File: src/rtl/uart_pkg.sv
// Shared UART types and helpers for the RX and TX sides.
// Pure declarations: no logic, no latency, no flow control.
package uart_pkg;

    typedef enum logic [1:0] {
        PAR_NONE = 2'd0,
        PAR_ODD  = 2'd1,
        PAR_EVEN = 2'd2
    } parity_t;

    typedef enum logic [2:0] {
        IDLE,
        START,
        DATA,
        PAR,
        STOP,
        WAIT_IDLE
    } state_t;

    function automatic int cycles_per_bit(input int clk_hz, input int baud);
        return clk_hz / baud;
    endfunction

endpackage

File: src/rtl/uart_rx_sampler.sv
// RX front end: 2-FF synchroniser, 3-sample history, falling-edge detect, majority vote.
// Latency: 2 cycles to the synced line; no backpressure (free-running sampler).
module uart_rx_sampler (
    input  logic clk,
    input  logic rst,
    input  logic rx,
    output logic line,
    output logic fall,
    output logic vote
);

    logic       sync1;
    logic       sync2;
    logic [1:0] hist;

    always_ff @(posedge clk) begin
        if (rst) begin
            sync1 <= 1'b1;
            sync2 <= 1'b1;
            hist  <= 2'b11;
        end else begin
            sync1 <= rx;
            sync2 <= sync1;
            hist  <= {hist[0], sync2};
        end
    end

    assign line = sync2;
    assign fall = hist[0] & ~sync2;
    // hist[1], hist[0], sync2 are three consecutive samples of the synced line
    assign vote = (hist[1] & hist[0]) | (hist[1] & sync2) | (hist[0] & sync2);

endmodule

File: src/rtl/uart_rx_ext.sv
// Parametrised UART receiver with majority-vote sampling and parity/framing flags; UART_RX_BREAK_EN adds the brk pulse.
// Latency: outputs register one cycle after the last stop-bit decision; no backpressure, each valid pulse must be taken.
module uart_rx_ext
    import uart_pkg::*;
#(
    parameter int CLK_FREQ  = 12_000_000,
    parameter int BAUD_RATE = 115200,
    parameter int DATA_BITS = 8,
    parameter int PARITY    = 0,
    parameter int STOP_BITS = 1
) (
    input  logic                 clk,
    input  logic                 rst,
    input  logic                 rx,
    output logic [DATA_BITS-1:0] data,
    output logic                 valid,
    output logic                 parity_err,
    output logic                 frame_err
`ifdef UART_RX_BREAK_EN
    ,
    output logic                 brk
`endif
);

    localparam int CPB = cycles_per_bit(CLK_FREQ, BAUD_RATE);
    localparam int MID = CPB / 2 - 1;
    localparam int CW  = $clog2(CPB);

    if (CPB < 8) begin : g_bad_cpb
        $error("uart_rx_ext: CLK_FREQ/BAUD_RATE must be at least 8");
    end
    if (DATA_BITS < 5 || DATA_BITS > 9) begin : g_bad_data_bits
        $error("uart_rx_ext: DATA_BITS must be 5..9");
    end
    if (PARITY < 0 || PARITY > int'(PAR_EVEN)) begin : g_bad_parity
        $error("uart_rx_ext: PARITY must be 0, 1 or 2");
    end
    if (STOP_BITS != 1 && STOP_BITS != 2) begin : g_bad_stop_bits
        $error("uart_rx_ext: STOP_BITS must be 1 or 2");
    end

    logic                 line;
    logic                 fall;
    logic                 vote;
    state_t               state;
    logic [CW-1:0]        cnt;
    logic [3:0]           bit_cnt;
    logic [DATA_BITS-1:0] shreg;
    logic                 par_acc;
    logic                 par_bad;
    logic                 stop_bad;
    logic                 at_dec;

    uart_rx_sampler u_sampler (
        .clk  (clk),
        .rst  (rst),
        .rx   (rx),
        .line (line),
        .fall (fall),
        .vote (vote)
    );

    // After the start bit the counter restarts at 0, so every later decision is CPB cycles apart
    assign at_dec = (cnt == CW'(CPB - 1));

`ifdef UART_RX_BREAK_EN
    logic any_one;
    logic is_break;

    always_ff @(posedge clk) begin
        if (rst || state == START) begin
            any_one <= 1'b0;
        end else if ((state == DATA || state == PAR || state == STOP) && at_dec) begin
            any_one <= any_one | vote;
        end
    end

    assign is_break = ~(any_one | vote);
`endif

    always_ff @(posedge clk) begin
        if (rst) begin
            state      <= IDLE;
            cnt        <= '0;
            bit_cnt    <= '0;
            shreg      <= '0;
            par_acc    <= 1'b0;
            par_bad    <= 1'b0;
            stop_bad   <= 1'b0;
            data       <= '0;
            valid      <= 1'b0;
            parity_err <= 1'b0;
            frame_err  <= 1'b0;
`ifdef UART_RX_BREAK_EN
            brk        <= 1'b0;
`endif
        end else begin
            valid      <= 1'b0;
            parity_err <= 1'b0;
            frame_err  <= 1'b0;
`ifdef UART_RX_BREAK_EN
            brk        <= 1'b0;
`endif
            case (state)
                IDLE: begin
                    cnt <= '0;
                    if (fall) state <= START;
                end
                START: begin
                    if (cnt == CW'(MID)) begin
                        cnt      <= '0;
                        bit_cnt  <= '0;
                        par_acc  <= 1'b0;
                        par_bad  <= 1'b0;
                        stop_bad <= 1'b0;
                        state    <= vote ? IDLE : DATA;
                    end else begin
                        cnt <= cnt + 1'b1;
                    end
                end
                DATA: begin
                    cnt <= at_dec ? '0 : cnt + 1'b1;
                    if (at_dec) begin
                        shreg   <= {vote, shreg[DATA_BITS-1:1]};
                        par_acc <= par_acc ^ vote;
                        if (bit_cnt == 4'(DATA_BITS - 1)) begin
                            bit_cnt <= '0;
                            state   <= (PARITY != int'(PAR_NONE)) ? PAR : STOP;
                        end else begin
                            bit_cnt <= bit_cnt + 1'b1;
                        end
                    end
                end
                PAR: begin
                    cnt <= at_dec ? '0 : cnt + 1'b1;
                    if (at_dec) begin
                        par_bad <= ((par_acc ^ vote) != (PARITY == int'(PAR_ODD)));
                        state   <= STOP;
                    end
                end
                STOP: begin
                    cnt <= at_dec ? '0 : cnt + 1'b1;
                    if (at_dec) begin
                        if (bit_cnt == 4'(STOP_BITS - 1)) begin
                            state <= vote ? IDLE : WAIT_IDLE;
`ifdef UART_RX_BREAK_EN
                            if (is_break) begin
                                brk <= 1'b1;
                            end else begin
`endif
                                valid      <= 1'b1;
                                data       <= shreg;
                                parity_err <= par_bad;
                                frame_err  <= stop_bad | ~vote;
`ifdef UART_RX_BREAK_EN
                            end
`endif
                        end else begin
                            stop_bad <= stop_bad | ~vote;
                            bit_cnt  <= bit_cnt + 1'b1;
                        end
                    end
                end
                WAIT_IDLE: begin
                    cnt <= '0;
                    if (line) state <= IDLE;
                end
                default: state <= IDLE;
            endcase
        end
    end

endmodule

File: config.mk
export PLATFORM = sky130hd
export DESIGN_NAME = uart_rx_ext
export DESIGN_NICKNAME = d
export VERILOG_FILES = /design/src/rtl/uart_pkg.sv /design/src/rtl/uart_rx_sampler.sv /design/src/rtl/uart_rx_ext.sv
export SDC_FILE = /design/constraint.sdc
export NUM_CORES = 1
export LEC_CHECK = 0
export BUFFER_PORTS_ARGS = -buffer_cell sky130_fd_sc_hd__buf_2
export CORE_ASPECT_RATIO = 1.75
export CORE_UTILIZATION = 58
export CTS_BUF_LIST = sky130_fd_sc_hd__clkbuf_8 sky130_fd_sc_hd__clkbuf_16
export DETAILED_ROUTE_END_ITERATION = 16
export HOLD_SLACK_MARGIN = 0.15
export PLACE_DENSITY_LB_ADDON = 0.05
export SLEW_MARGIN = 10
export SYNTH_ARGS = -nofsm -noshare
export SYNTH_HDL_FRONTEND = slang
export SYNTH_SLANG_ARGS = --single-unit
File: constraint.sdc
create_clock -name clk -period 2.3 [get_ports clk]
set_input_delay 0.115 -clock clk [delete_from_list [all_inputs] [get_ports clk]]
set_output_delay 0.115 -clock clk [all_outputs]
set_load 0.005 [all_outputs]
==> impl_metrics.tcl, run 1 <==
set metrics [dict create \
    status "complete, no violations" \
    wirelength_um 3735 \
    ant_nets 0 \
    synth_top_area_cell "dfxtp_1" \
    worst_r2r_path_depth 6 \
    drive_above_1_share 0.1567 \
    grt_pass1_vias 1461 \
    vias_per_cell 5.737 \
    max-slew-margin-rel 0.6017 \
    synth_fa_ha_area_frac 0.02038 \
    setup_viol 0 \
    drt_pre_antenna_iters 4 \
    startpoint_type "flop" \
    syn_nets 208 \
    htree_levels 2 \
    min_path_type "input pin to flop" \
    place_congestion 0.8466 \
    fin_worst_skew_ns 0.008646 \
    seq_area_frac_synth 0.4348 \
    multi_input_area_um2 992.2 \
    netlist_instances 202 \
    antenna_found_initial 0 \
    postCtsHoldBufs 1 \
    synthTopCellsByCount "dfxtp_1 (40), nor2_1 (25), mux2i_1 (15)" \
    synth-simple-area-share 0.2595 \
    muxShareOfSynthArea 0.08152 \
    die_y_um 76.55 \
    rsz0062_at_grt "no" \
    synth.avg_cell_area_um2 9.118 \
    synth_top_family_by_area "simple AND/OR/NAND/NOR gates" \
    fmax_mhz 497.9 \
    cts_buffers 5 \
    hold_violations 0 \
    insertion_delay_ns 0.30 \
    end_kind "flop" \
    synth_cell_types 45 \
    cts.sinks 40 \
    boundaryPins 14 \
    initial_utilization 0.6221 \
    grt_max_degree 37 \
    die_width_um 44.60 \
    peakVddDrop_uv 967.5 \
    synth_top_area_share 0.4348 \
    p_leak_uw 0.0008245 \
    drv_slew 0 \
    utilization 0.6999 \
    drtIter0Drc 33 \
    fillers 247 \
    maxCapViolCount 0 \
    synth-edff-count 0 \
    synth-seq-cells 40 \
    synth_flop_cell "dfxtp_1" \
    port-buffer-count 13 \
    fp-row-count 26 \
    gr-total-overflow 0 \
    clk_path_buf_depth 2 \
    cts_tree "built" \
    nets 222 \
    r2r_start "cnt[0]$_SDFFE_PP0P_" \
    grt_first_pass_wirelength_um 6203 \
    hold_depth 2 \
    grtUsageTotal 0.2427 \
    reg2reg_to "data[2]$_SDFFE_PP0P_" \
    clk_pin_slew_worst_paths_ns 0.08 \
    fin_crit_ns 2.009 \
    area_growth_pct 12.50 \
    async_reset_ff_frac 0 \
    synth_area_leaders "dfxtp_1 (43%), mux2i_1 (8.2%), nor2_1 (5.1%), a21oi_1 (3.8%), o21ai_0 (2.7%)" \
    power_density_nw_per_um2 808.8 \
    worst_slew_pin_slew_ns 0.5974 \
    dieArea_um2 3414 \
    postCtsSetupRepairBufs 0 \
    min_period_over_period 0.8733 \
    final.setup.tns_ns 0 \
    yosysMostFrequentCell "dfxtp_1" \
    route.detailed.drc 0 \
    critPathCapture "data[2]$_SDFFE_PP0P_" \
    cts_resized 0 \
    core_um2 2960 \
    cp-startpoint "cnt[0]$_SDFFE_PP0P_" \
    vias 1486 \
    synth_compound_area_frac 0.1583 \
    routedWlPerCell_um 14.42 \
    regArea_um2 800.8 \
    reg2reg_slack_ns 0.29 \
    synth-xor-area-share 0.01902 \
    root_buffer "clkbuf_8" \
    worstPathArrival_ns 2.17 \
    critPathMaxFanout 8 \
    critPathRequiredTime_ns 2.46 \
    antenna_cells 0 \
    dpl.hpwl_um 2649 \
    netlist_area_um2 1842 \
    yosysWarningCount 0 \
    critPathKind "flop to flop" \
]
## power by group
group	total [µW]	leakage, µW	internal (µW)	switching [µW]
clock network	595	0.0000614	355	240
logic	324	0.000440	131	193
registers	757	0.000323	718	38.8
total	1680	0.000824	1200	472
## cell type report
class | count | share of cell area
timing repair buffer | 17 | 0.04710
sequential | 40 | 0.3865
clock buffer | 6 | 0.03986
multi-input combinational | 150 | 0.4789
tap | 42 | 0.02536
inverter | 2 | 0.003623
clock inverter | 2 | 0.01872
## worst min path at each step
stage,end,slack (ns),startpoint
CTS,data[7]$_SDFFE_PP0P_,0.31,rst
global placement,u_sampler.sync1$_SDFF_PP1_,0.30,rx
global route,shreg[7]$_SDFFE_PP0P_,0.33,rst
detailed placement,u_sampler.sync1$_SDFF_PP1_,0.31,rx
finish,data[7]$_SDFFE_PP0P_,0.31,rst
floorplan,u_sampler.sync1$_SDFF_PP1_,0.22,rx
## per-stage QoR
step / cells / hold WS [ns] / total power (µW) / instance area, µm² / worst slack (ns)
finish: 259 / 0.3067 / 1676 / 2072 / 0.2914
global route: 259 / 0.3294 / 1755 / 2072 / 0.1214
CTS: 259 / 0.3057 / 1683 / 2072 / 0.2769
detailed placement: 250 / 0.3063 / 1093 / 1941 / 0.3002
global placement: 250 / 0.2996 / 1085 / 1941 / 0.3992
floorplan: 202 / 0.2188 / 1023 / 1842 / 0.5497
## registers in the layout, summed over array words and instances (netlist names)
signal           count
u_sampler.sync1      1
bit_cnt              4
par_acc              1
stop_bad             1
data                 8
u_sampler.line       1
shreg                8
parity_err           1
u_sampler.hist       2
cnt                  7
valid                1
state                3
par_bad              1
frame_err            1
## critical path, cell delays in order (launching register included)
cell	delay (ns)
dfxtp_1	0.38
ha_1	0.20
and2_1	0.32
nand2_4	0.13
nor3_4	0.50
mux2i_1	0.27
nor2_1	0.06
## per-layer routing
metal	vias to the layer above	track usage	part of all wire
li1	749	-	-
met1	696	0.2530	0.38
met4	0	0.1061	0.015
met2	34	0.4412	0.57
met3	7	0.04502	0.035
met5	-	0	0
## layout by cell type, fill, tap and decap left out, types with 2 or more instances in the layout
master      n
nor2_1     25
a21oi_1    14
o21ai_0    10
nand2_1     8
dfxtp_1    40
and2_1      6
nand4_1     2
nand2b_1    7
xnor2_1     2
xor2_1      2
and3_1      2
or3b_1      3
o21a_1      2
inv_1       2
nor3_1      5
or3_1       2
a31oi_1     2
o211ai_1    2
mux2i_1    15
buf_2      13
nand4b_1    2
nand3_1     6
a2bb2oi_1   2
buf_4       3
and4bb_2    2
clkbuf_8    6
or2_2       4
nand3b_1    2
ha_1        3
a211oi_1    4
## logic make-up after synthesis
group	count (synthesis)
buffers and inverters	12
AO/OA/AOI/OAI	45
AND/OR/NAND/NOR	83
XOR/XNOR	4
adder cells (fa/ha/maj)	3
multiplexers	15
flip-flops	40
Note: power is estimated with default switching activity, not from simulation.
==> run 2, diff against run 1 <==
--- a/config.mk
+++ b/config.mk
@@ -11,7 +11,7 @@
 export CTS_BUF_LIST = sky130_fd_sc_hd__clkbuf_8 sky130_fd_sc_hd__clkbuf_16
 export DETAILED_ROUTE_END_ITERATION = 16
 export HOLD_SLACK_MARGIN = 0.15
-export PLACE_DENSITY_LB_ADDON = 0.05
+export PLACE_DENSITY = 0.81
 export SLEW_MARGIN = 10
 export SYNTH_ARGS = -nofsm -noshare
 export SYNTH_HDL_FRONTEND = slang
==> run 2 against run 1 <==
Routed wire length down 0.48%. Sequential share of layout area down 0.093 points. Setup slack better by 0.033 ns. Register-to-register slack better by 0.03 ns. Non-clock buffer count unchanged. Final area up 0.24%. Clock skew down 0.0030 ns. Critical endpoint is now data[0]$_SDFFE_PP0P_. Largest cell class unchanged. Highest routed layer unchanged.
==> impl_metrics.tcl, run 2 (same netlist as run 1, synthesis figures left out) <==
set metrics [dict create \
    clk_pin_slew_worst_paths_ns 0.07 \
    vias_per_cell 5.726 \
    worst_slew_pin_slew_ns 0.5957 \
    insertion_delay_ns 0.30 \
    critPathCapture "data[0]$_SDFFE_PP0P_" \
    hold_violations 0 \
    max-slew-margin-rel 0.6029 \
    crit_path_cell_trace "inv_1 -> ha_1 -> or3b_1 -> nor3_4 -> mux2i_1 -> nor2_1" \
    root_buffer "clkbuf_8" \
    grt_max_degree 37 \
    reg2reg_slack_ns 0.32 \
    critPathMaxFanout 8 \
    fin_area_um2 2077 \
    mostFrequentLayoutCell "dfxtp_1" \
    initial_utilization 0.6221 \
    fin_worst_skew_ns 0.005683 \
    most-common-layout-cells "dfxtp_1 (40), nor2_1 (25), mux2i_1 (15), a21oi_1 (14), buf_2 (13)" \
    largestRegisters "data x8, shreg x8, cnt x7" \
    grt_pass1_vias 1447 \
    min_period_over_period 0.8588 \
    critPathRequiredTime_ns 2.46 \
    grtUsageTotal 0.2426 \
    fp-row-count 26 \
    drive_above_1_share 0.1567 \
    critPathKind "flop to flop" \
    wirelength_um 3717 \
    drv_slew 0 \
    min_path_type "input pin to flop" \
    place_congestion 0.8483 \
    rsz0062_at_grt "no" \
    setup_viol 0 \
    place_area_um2 1941 \
    antenna_found_initial 0 \
    maxCapViolCount 0 \
    end_kind "flop" \
    clk_path_buf_depth 2 \
    cts_buffers 5 \
    worst_r2r_path_depth 6 \
    power_density_nw_per_um2 821.6 \
    core_um2 2960 \
    dpl.hpwl_um 2672 \
    route.detailed.drc 0 \
    r2r_start "bit_cnt[0]$_SDFFE_PP0P_" \
    startpoint_type "flop" \
    ant_nets 0 \
    worstPathArrival_ns 2.14 \
    die_width_um 44.60 \
    cp-startpoint "bit_cnt[0]$_SDFFE_PP0P_" \
    fillers 222 \
    drtIter0Drc 61 \
    routedWlPerCell_um 14.35 \
    area_growth_pct 12.77 \
    dieArea_um2 3414 \
    cpMaxStageDelayCell "nor3_4" \
    cts_tree "built" \
    antenna_cells 0 \
    reg2reg_to "data[0]$_SDFFE_PP0P_" \
    gr-total-overflow 0 \
    fin_crit_ns 1.975 \
    status "complete, no violations" \
    port-buffer-count 13 \
    cts.sinks 40 \
    boundaryPins 14 \
    fmax_mhz 506.3 \
    final.setup.tns_ns 0 \
    cp_slowest_stage_delay_ns 0.48 \
    peakVddDrop_uv 578.8 \
    p_leak_uw 0.0008275 \
    vias 1483 \
    drt_pre_antenna_iters 4 \
    nets 222 \
    die_y_um 76.55 \
    htree_levels 2 \
    grt_first_pass_wirelength_um 6196 \
]
[run 2: changes by cell type in the layout (fill, tap and decap cells not counted)]
cell | previous run | this run
clkbuf_8 | 6 | 7
clkinv_4 | 1 | 0
[run 2: repair_timing]
action,in CTS,in global routing
endpoints found under the setup margin,0,0
hold buffers,1,0
resized for setup,0,0
buffers inserted,0,0
endpoints found under the hold margin,1,0
[run 2: area by class of cell]
type                       instances  area [µm²]  share of cell area
sequential                        40       800.8              0.3855
inverter                           2       7.507            0.003614
multi-input combinational        150       992.2              0.4777
clock inverter                     1       30.03             0.01446
tap                               42       52.55             0.02530
clock buffer                       7       96.34             0.04639
timing repair buffer              17       97.59             0.04699
[run 2: how the worst min path moves through the flow]
| stage | cells after the start | from | end | slack (ns) |
|---|---|---|---|---|
| after CTS | 2 | rst | cnt[1]$_SDFFE_PP0P_ | 0.30 |
| after detailed placement | 2 | rx | u_sampler.sync1$_SDFF_PP1_ | 0.30 |
| after floorplan | 1 | rx | u_sampler.sync1$_SDFF_PP1_ | 0.22 |
| after global placement | 2 | rx | u_sampler.sync1$_SDFF_PP1_ | 0.30 |
| after global routing | 2 | rst | shreg[3]$_SDFFE_PP0P_ | 0.32 |
| final | 2 | rst | cnt[1]$_SDFFE_PP0P_ | 0.30 |
[run 2: stage by stage]
| step | power [µW] | hold WS [ns] | util | setup WS, ns | cells |
|---|---|---|---|---|---|
| 6_report | 1706 | 0.3048 | 0.7016 | 0.3248 | 259 |
| 3_3_place_gp | 1083 | 0.3002 | 0.6555 | 0.4126 | 250 |
| 4_1_cts | 1709 | 0.3013 | 0.7016 | 0.3036 | 259 |
| 3_5_place_dp | 1094 | 0.3038 | 0.6555 | 0.2918 | 250 |
| 2_1_floorplan | 1023 | 0.2188 | - | 0.5497 | 202 |
| 5_1_grt | 1789 | 0.3239 | 0.7016 | 0.1912 | 259 |
[run 2: metal layers]
| metal | part of all wire | routed length (µm) | global-route usage | vias up |
|---|---|---|---|---|
| met5 | 0 | 0 | 0 | - |
| met4 | 0.032 | 118 | 0.1394 | 0 |
| met3 | 0.028 | 105 | 0.06872 | 11 |
| met2 | 0.54 | 1996 | 0.4103 | 23 |
| met1 | 0.40 | 1496 | 0.2526 | 700 |
| li1 | - | - | - | 749 |
[run 2: critical path, delay by kind of cell (launching register included)]
kind          cells  cell delay, ns
buf+inv           1            0.09
flops             1            0.35
mux               1            0.25
fa+ha+maj         1            0.16
simple gates      3            1.00
[run 2: report_power, final]
part,internal [µW],total [µW],switching (µW)
registers,718,760,42.0
logic,131,328,197
clock network,382,618,235
